===== config.mk =====
export PLATFORM = sky130hd
export DESIGN_NAME = ex_stage
export DESIGN_NICKNAME = d
export VERILOG_FILES = /design/src/rtl/ex_stage.sv
export SDC_FILE = /design/constraint.sdc
export NUM_CORES = 1
export LEC_CHECK = 0
export ABC_AREA = 1
export CAP_MARGIN = 20
export CELL_PAD_IN_SITES_DETAIL_PLACEMENT = 0
export CELL_PAD_IN_SITES_GLOBAL_PLACEMENT = 1
export CORE_MARGIN = 2
export CORE_UTILIZATION = 45
export CTS_BUF_LIST = sky130_fd_sc_hd__clkbuf_8
export CTS_CLUSTER_SIZE = 14
export DETAILED_ROUTE_END_ITERATION = 16
export GPL_ROUTABILITY_DRIVEN = 0
export PLACE_DENSITY_LB_ADDON = 0.1
export SYNTH_ARGS = -nofsm -noshare
export SYNTH_HDL_FRONTEND = slang
export SYNTH_SLANG_ARGS = --single-unit

===== constraint.sdc =====
create_clock -name clk -period 14.45 [get_ports clk]
set_input_delay 2.89 -clock clk [delete_from_list [all_inputs] [get_ports clk]]
set_output_delay 2.89 -clock clk [all_outputs]
set_load 0.03 [all_outputs]

===== src/rtl/ex_stage.sv =====
// MIPS execute stage: operand forwarding, ALU, iterative shift-add multiplier
// and the EX/MEM pipeline register feeding the memory stage.
module ex_stage #(
    parameter int unsigned MUL_CYCLES = 32
) (
    input  logic        clk,
    input  logic        rst,
    input  logic [31:0] rs_val,
    input  logic [31:0] rt_val,
    input  logic [31:0] imm,
    input  logic [4:0]  rs_idx,
    input  logic [4:0]  rt_idx,
    input  logic [4:0]  rd_idx,
    input  logic [4:0]  shamt,
    input  logic        regdst,
    input  logic [3:0]  aluop,
    input  logic [1:0]  alusrca,
    input  logic [1:0]  alusrcb,
    input  logic        mem2reg,
    input  logic        regwr,
    input  logic        memwr,
    input  logic        flush,
    input  logic        wb_regwr,
    input  logic [4:0]  wb_dst,
    input  logic [31:0] wb_data,
    output logic        stall_req,
    output logic [31:0] exm_alu,
    output logic [31:0] exm_store,
    output logic [4:0]  exm_dst,
    output logic        exm_mem2reg,
    output logic        exm_regwr,
    output logic        exm_memwr
);

    localparam int unsigned CW = $clog2(MUL_CYCLES);

    typedef enum logic {IDLE, BUSY} state_t;

    typedef enum logic [3:0] {
        OP_ADD  = 4'd0,
        OP_SUB  = 4'd1,
        OP_AND  = 4'd2,
        OP_OR   = 4'd3,
        OP_XOR  = 4'd4,
        OP_NOR  = 4'd5,
        OP_SLT  = 4'd6,
        OP_SLTU = 4'd7,
        OP_SLL  = 4'd8,
        OP_SRL  = 4'd9,
        OP_SRA  = 4'd10,
        OP_LUI  = 4'd11,
        OP_MUL  = 4'd12
    } op_t;

    state_t state, state_next;

    logic [31:0] fwd_a, fwd_b, op_a, op_b, alu_res;
    logic [31:0] mcand, mplier, acc, acc_next;
    logic [CW-1:0] cnt;
    logic        last;
    logic        mul_start, load_alu, load_mul;

    logic [31:0] hold_store;
    logic [4:0]  hold_dst;
    logic        hold_m2r, hold_rw, hold_mw;

    // EX/MEM result has priority over MEM/WB; register 0 is never forwarded
    always_comb begin
        if (exm_regwr && exm_dst != 5'd0 && exm_dst == rs_idx)
            fwd_a = exm_alu;
        else if (wb_regwr && wb_dst != 5'd0 && wb_dst == rs_idx)
            fwd_a = wb_data;
        else
            fwd_a = rs_val;

        if (exm_regwr && exm_dst != 5'd0 && exm_dst == rt_idx)
            fwd_b = exm_alu;
        else if (wb_regwr && wb_dst != 5'd0 && wb_dst == rt_idx)
            fwd_b = wb_data;
        else
            fwd_b = rt_val;
    end

    always_comb begin
        case (alusrca)
            2'd0:    op_a = fwd_a;
            2'd1:    op_a = {27'b0, shamt};
            default: op_a = '0;
        endcase
        case (alusrcb)
            2'd0:    op_b = fwd_b;
            2'd1:    op_b = imm;
            default: op_b = '0;
        endcase
    end

    always_comb begin
        alu_res = '0;
        case (aluop)
            OP_ADD:  alu_res = op_a + op_b;
            OP_SUB:  alu_res = op_a - op_b;
            OP_AND:  alu_res = op_a & op_b;
            OP_OR:   alu_res = op_a | op_b;
            OP_XOR:  alu_res = op_a ^ op_b;
            OP_NOR:  alu_res = ~(op_a | op_b);
            OP_SLT:  alu_res = {31'b0, $signed(op_a) < $signed(op_b)};
            OP_SLTU: alu_res = {31'b0, op_a < op_b};
            OP_SLL:  alu_res = op_b << op_a[4:0];
            OP_SRL:  alu_res = op_b >> op_a[4:0];
            OP_SRA:  alu_res = $signed(op_b) >>> op_a[4:0];
            OP_LUI:  alu_res = {op_b[15:0], 16'b0};
            default: alu_res = '0;
        endcase
    end

    assign last      = (cnt == CW'(MUL_CYCLES - 1));
    assign acc_next  = acc + (mplier[0] ? mcand : '0);
    assign mul_start = (state == IDLE) && !flush && (aluop == OP_MUL);
    assign load_alu  = (state == IDLE) && !flush && (aluop != OP_MUL);
    assign load_mul  = (state == BUSY) && !flush && last;

    always_ff @(posedge clk or posedge rst) begin
        if (rst) state <= IDLE;
        else     state <= state_next;
    end

    always_comb begin
        state_next = state;
        case (state)
            IDLE: if (mul_start) state_next = BUSY;
            BUSY: if (flush || last) state_next = IDLE;
            default: state_next = IDLE;
        endcase
    end

    // Reset gates the request so the upstream hold drops before any edge
    always_comb begin
        stall_req = 1'b0;
        if (!rst && !flush) begin
            case (state)
                IDLE:    stall_req = (aluop == OP_MUL);
                BUSY:    stall_req = !last;
                default: stall_req = 1'b0;
            endcase
        end
    end

    always_ff @(posedge clk or posedge rst) begin
        if (rst) begin
            mcand      <= '0;
            mplier     <= '0;
            acc        <= '0;
            cnt        <= '0;
            hold_store <= '0;
            hold_dst   <= '0;
            hold_m2r   <= 1'b0;
            hold_rw    <= 1'b0;
            hold_mw    <= 1'b0;
        end else if (mul_start) begin
            mcand      <= op_a;
            mplier     <= op_b;
            acc        <= '0;
            cnt        <= '0;
            hold_store <= fwd_b;
            hold_dst   <= regdst ? rd_idx : rt_idx;
            hold_m2r   <= mem2reg;
            hold_rw    <= regwr;
            hold_mw    <= memwr;
        end else if (state == BUSY) begin
            if (flush) begin
                cnt <= '0;
            end else begin
                acc    <= acc_next;
                mcand  <= mcand << 1;
                mplier <= mplier >> 1;
                cnt    <= cnt + 1'b1;
            end
        end
    end

    always_ff @(posedge clk or posedge rst) begin
        if (rst) begin
            exm_alu     <= '0;
            exm_store   <= '0;
            exm_dst     <= '0;
            exm_mem2reg <= 1'b0;
            exm_regwr   <= 1'b0;
            exm_memwr   <= 1'b0;
        end else if (load_alu) begin
            exm_alu     <= alu_res;
            exm_store   <= fwd_b;
            exm_dst     <= regdst ? rd_idx : rt_idx;
            exm_mem2reg <= mem2reg;
            exm_regwr   <= regwr;
            exm_memwr   <= memwr;
        end else if (load_mul) begin
            exm_alu     <= acc_next;
            exm_store   <= hold_store;
            exm_dst     <= hold_dst;
            exm_mem2reg <= hold_m2r;
            exm_regwr   <= hold_rw;
            exm_memwr   <= hold_mw;
        end else begin
            exm_alu     <= '0;
            exm_store   <= '0;
            exm_dst     <= '0;
            exm_mem2reg <= 1'b0;
            exm_regwr   <= 1'b0;
            exm_memwr   <= 1'b0;
        end
    end

endmodule


==> impl_metrics.tcl <==
set metrics [dict create \
    cts.root.buffer_cell "sky130_fd_sc_hd__clkbuf_8" \
    cts.clk_slew.worst_paths_ns 0.05 \
    pin_count_of_the_biggest_net_entering_global_routing 142 \
    crit_path_max_fanout 64 \
    place_inst 4295 \
    cp_data_arrival_time_ns 7.32 \
    initial_utilization 0.454 \
    tritoncts.num_buffers 38 \
    grt_remaining_overflow 0 \
    post_cts.resized_instances 0 \
    core.rowCount 81 \
    rsz0062_at_grt "no" \
    synth_cell_type_count 61 \
    design.portCount 242 \
    timing.slew.headroom 0.194 \
    ant_nets 0 \
    timing.setup.critical_path_class "primary input to output port" \
    worstSkewPairLatency_ns 0.57 \
    grt_util_all_layers 0.419 \
    areaGrowthSynthToFinish_pct 15.6 \
    asyncSetResetFlopFracSynth 1.00 \
    final_instance_count_without_filler_cells 4363 \
    synth.cell_area_mm2 0.0221 \
    routed_wl_um 110000 \
    max_slew.worst_pin.slew_ns 1.20 \
    timing.critical_path.buf_inv 7 \
    maxClockFrequency_ghz 0.0979 \
    port_buffers 241 \
    final-setup-viol-count 0 \
    tns_ns 0 \
    routedWlPerCell_um 25.1 \
    mean_area_per_synthesized_cell_um2 6.24 \
    remaining_drc_errors 0 \
    design.core.area_mm2 0.0487 \
    cts.path.max_buffers 3 \
    via_count_of_the_routed_design 26891 \
    critPathLaunchType "primary input" \
    max_cap_viol_count 0 \
    tritoncts_num_sinks 214 \
    finalHoldViolCount 0 \
    cts_hold_buffers 0 \
    timing.critical_path.max_delay_family "buffers and inverters" \
    power.leakage_nw 13.0 \
    cp.required_ns 11.56 \
    die_h_um 226 \
    post_drt_via_cell_ratio 6.16 \
    final_core_util 0.525 \
    cts_tree "yes" \
    cts_post_setup_buffers_inserted 0 \
    vdd_drop_max_mv 0.0745 \
    power.density_mw_per_mm2 94.8 \
    worstPathCellList "clkdlybuf4s50_1 -> nor2_1 -> inv_1 -> nor3_1 -> nand2_2 -> nand2_1 -> inv_1 -> nor2_4 -> buf_4 -> clkinv_1 -> buf_4 -> nor3_1 -> clkdlybuf4s50_1" \
    htree_num_levels 2 \
    critical_path.slowest_cell "sky130_fd_sc_hd__nor3_1" \
    grt_first_pass_wirelength_um 158000 \
    drt-pass1-iter-count 6 \
    ys_seq_area_frac 0.242 \
    type_of_element_capturing_the_critical_path "output port" \
    die-area_mm2 0.0510 \
    finalNetCount 3980 \
    drt_first_iter_violations 3833 \
    minimum_clock_period_ns 10.21 \
    drv_slew 0 \
    yosysWarnings 0 \
    synthesis.instances 3546 \
    antenna_found_initial 8 \
    run_status "completed" \
    grt_pass1_vias 24902 \
    yosys_register_bits 214 \
    ys.flop_type "sky130_fd_sc_hd__dfrtp_1" \
    cpPeakStageDelay_ns 0.92 \
    sum_of_net_half_perimeters_after_detailed_placement_um 85000 \
    postSynthNetCount 3851 \
    finalCritPeriodShare 0.707 \
    die_width_um 226 \
    finalClockSkew_ns 0.0244 \
    worst_hold_path_type "flop to flop" \
    number_of_enable_type_register_cells_in_the_synthesized_netlist 0 \
    post_route_cells_drive_above_1_share 0.0449 \
]
[synth_stat cells (10+ instances only)]
library cell / count / area, um^2
sky130_fd_sc_hd__xor2_1: 25 / 219
sky130_fd_sc_hd__nand3_2: 12 / 120
sky130_fd_sc_hd__dfrtp_1: 214 / 5360
sky130_fd_sc_hd__a21oi_1: 174 / 871
sky130_fd_sc_hd__ha_1: 133 / 1660
sky130_fd_sc_hd__a31oi_1: 13 / 81.3
sky130_fd_sc_hd__o21ai_1: 32 / 160
sky130_fd_sc_hd__nand3b_1: 34 / 255
sky130_fd_sc_hd__a221oi_1: 24 / 210
sky130_fd_sc_hd__or2_2: 13 / 81.3
sky130_fd_sc_hd__nor3_1: 25 / 125
sky130_fd_sc_hd__inv_2: 14 / 52.6
sky130_fd_sc_hd__nand3_1: 559 / 2800
sky130_fd_sc_hd__clkbuf_1: 110 / 413
sky130_fd_sc_hd__o211ai_1: 24 / 180
sky130_fd_sc_hd__buf_1: 10 / 37.5
sky130_fd_sc_hd__nand4_1: 23 / 144
sky130_fd_sc_hd__o21ai_0: 246 / 1230
sky130_fd_sc_hd__a22o_1: 19 / 166
sky130_fd_sc_hd__nor2_1: 190 / 713
sky130_fd_sc_hd__buf_2: 43 / 215
sky130_fd_sc_hd__inv_1: 403 / 1510
sky130_fd_sc_hd__nand2_1: 996 / 3740
sky130_fd_sc_hd__buf_4: 11 / 82.6
sky130_fd_sc_hd__o221ai_1: 67 / 587
[state kept, by name, indices dropped and copies added, names as in the netlist]
register and cells:
exm_memwr 1, exm_alu 32, cnt 5, acc 32, hold_store 32, hold_mw 1
hold_m2r 1, state 1, exm_regwr 1, exm_store 32, hold_rw 1, mcand 32
mplier 32, exm_dst 5, exm_mem2reg 1, hold_dst 5
[final cells by class]
| cell class | instances | area (um^2) |
|---|---|---|
| Fill cell | 5017 | 23200 |
| Timing Repair Buffer | 272 | 2690 |
| Sequential cell | 214 | 5360 |
| Multi-Input combinational cell | 2729 | 14400 |
| Inverter | 420 | 1580 |
| Antenna cell | 4 | 10.0 |
| Clock inverter | 11 | 52.6 |
| Tap cell | 664 | 831 |
| Clock buffer | 49 | 674 |
[power breakdown]
group / leakage (nW) / total (mW) / internal [mW] / switching (mW)
clock: 0.397 / 0.574 / 0.302 / 0.273
combinational: 9.80 / 1.05 / 0.346 / 0.706
sequential: 2.76 / 0.801 / 0.726 / 0.0752
[worst paths after layout]
kind                                  from      endpoint  slack [ns]  cells past startpoint
worst max-delay path              aluop[1]     stall_req        4.24                     13
worst min-delay path               acc[21]       acc[21]        0.48                      2
worst max register to register  exm_dst[4]   exm_alu[17]        7.95                     22
worst min register to register     acc[21]       acc[21]        0.48                      2
max in group asynchronous              rst  exm_store[8]        9.81                      3
min in group asynchronous              rst       acc[25]        3.01                      2
[cell families after synthesis]
family | count (synthesis) | share of synthesized area
and+or+nand+nor | 1887 | 0.372
buffers and inverters | 603 | 0.110
adders and majority gates | 136 | 0.0779
DFF | 214 | 0.242
xor gates and xnor gates | 34 | 0.0135
AOI/OAI and AO/OA | 672 | 0.185
[cells in the final DEF, fill, tap and decap left out, types with 9 or more instances in the layout]
cell / count
sky130_fd_sc_hd__nand2_1: 994
sky130_fd_sc_hd__o21ai_1: 32
sky130_fd_sc_hd__nand3_2: 12
sky130_fd_sc_hd__buf_4: 27
sky130_fd_sc_hd__a31oi_1: 13
sky130_fd_sc_hd__ha_1: 133
sky130_fd_sc_hd__nor2_2: 9
sky130_fd_sc_hd__nand4_1: 23
sky130_fd_sc_hd__clkdlybuf4s50_1: 241
sky130_fd_sc_hd__xnor2_1: 9
sky130_fd_sc_hd__o21ai_0: 246
sky130_fd_sc_hd__o2111ai_1: 9
sky130_fd_sc_hd__o211ai_1: 24
sky130_fd_sc_hd__nand3_1: 559
sky130_fd_sc_hd__or2_2: 13
sky130_fd_sc_hd__inv_2: 15
sky130_fd_sc_hd__dfrtp_1: 214
sky130_fd_sc_hd__o221ai_1: 67
sky130_fd_sc_hd__nand2_2: 10
sky130_fd_sc_hd__nor3_1: 25
sky130_fd_sc_hd__nand3b_1: 34
sky130_fd_sc_hd__xor2_1: 25
sky130_fd_sc_hd__inv_1: 405
sky130_fd_sc_hd__clkbuf_8: 49
sky130_fd_sc_hd__a21oi_1: 174
sky130_fd_sc_hd__a221oi_1: 24
sky130_fd_sc_hd__nor2_1: 181
sky130_fd_sc_hd__a22o_1: 19
[through the flow]
step	power, mW	setup WS, ns	hold WS (ns)	area [um^2]
after floorplan	1.46	5.71	0.448	22100
after detailed placement	1.82	4.38	0.469	24800
final	2.43	4.24	0.481	25600
after global routing	2.56	4.15	0.503	25600
after CTS	2.39	4.38	0.477	25500
after global placement	1.80	4.36	0.462	24800
[layer usage]
metal,vias up,global-route usage,routed length (um),part of all wire
met4,12,0.272,8320,0.076
li1,12131,-,-,-
met5,-,0,232,0.0021
met3,375,0.123,13700,0.13
met1,12550,0.537,42500,0.39
met2,1823,0.610,44700,0.41
[worst min-delay path, cell delays in order (launching register included)]
cell                      delay [ns]
sky130_fd_sc_hd__dfrtp_1        0.34
sky130_fd_sc_hd__nand2_1        0.05
sky130_fd_sc_hd__nand2_1        0.06
Power figures use the tool's default switching activity.
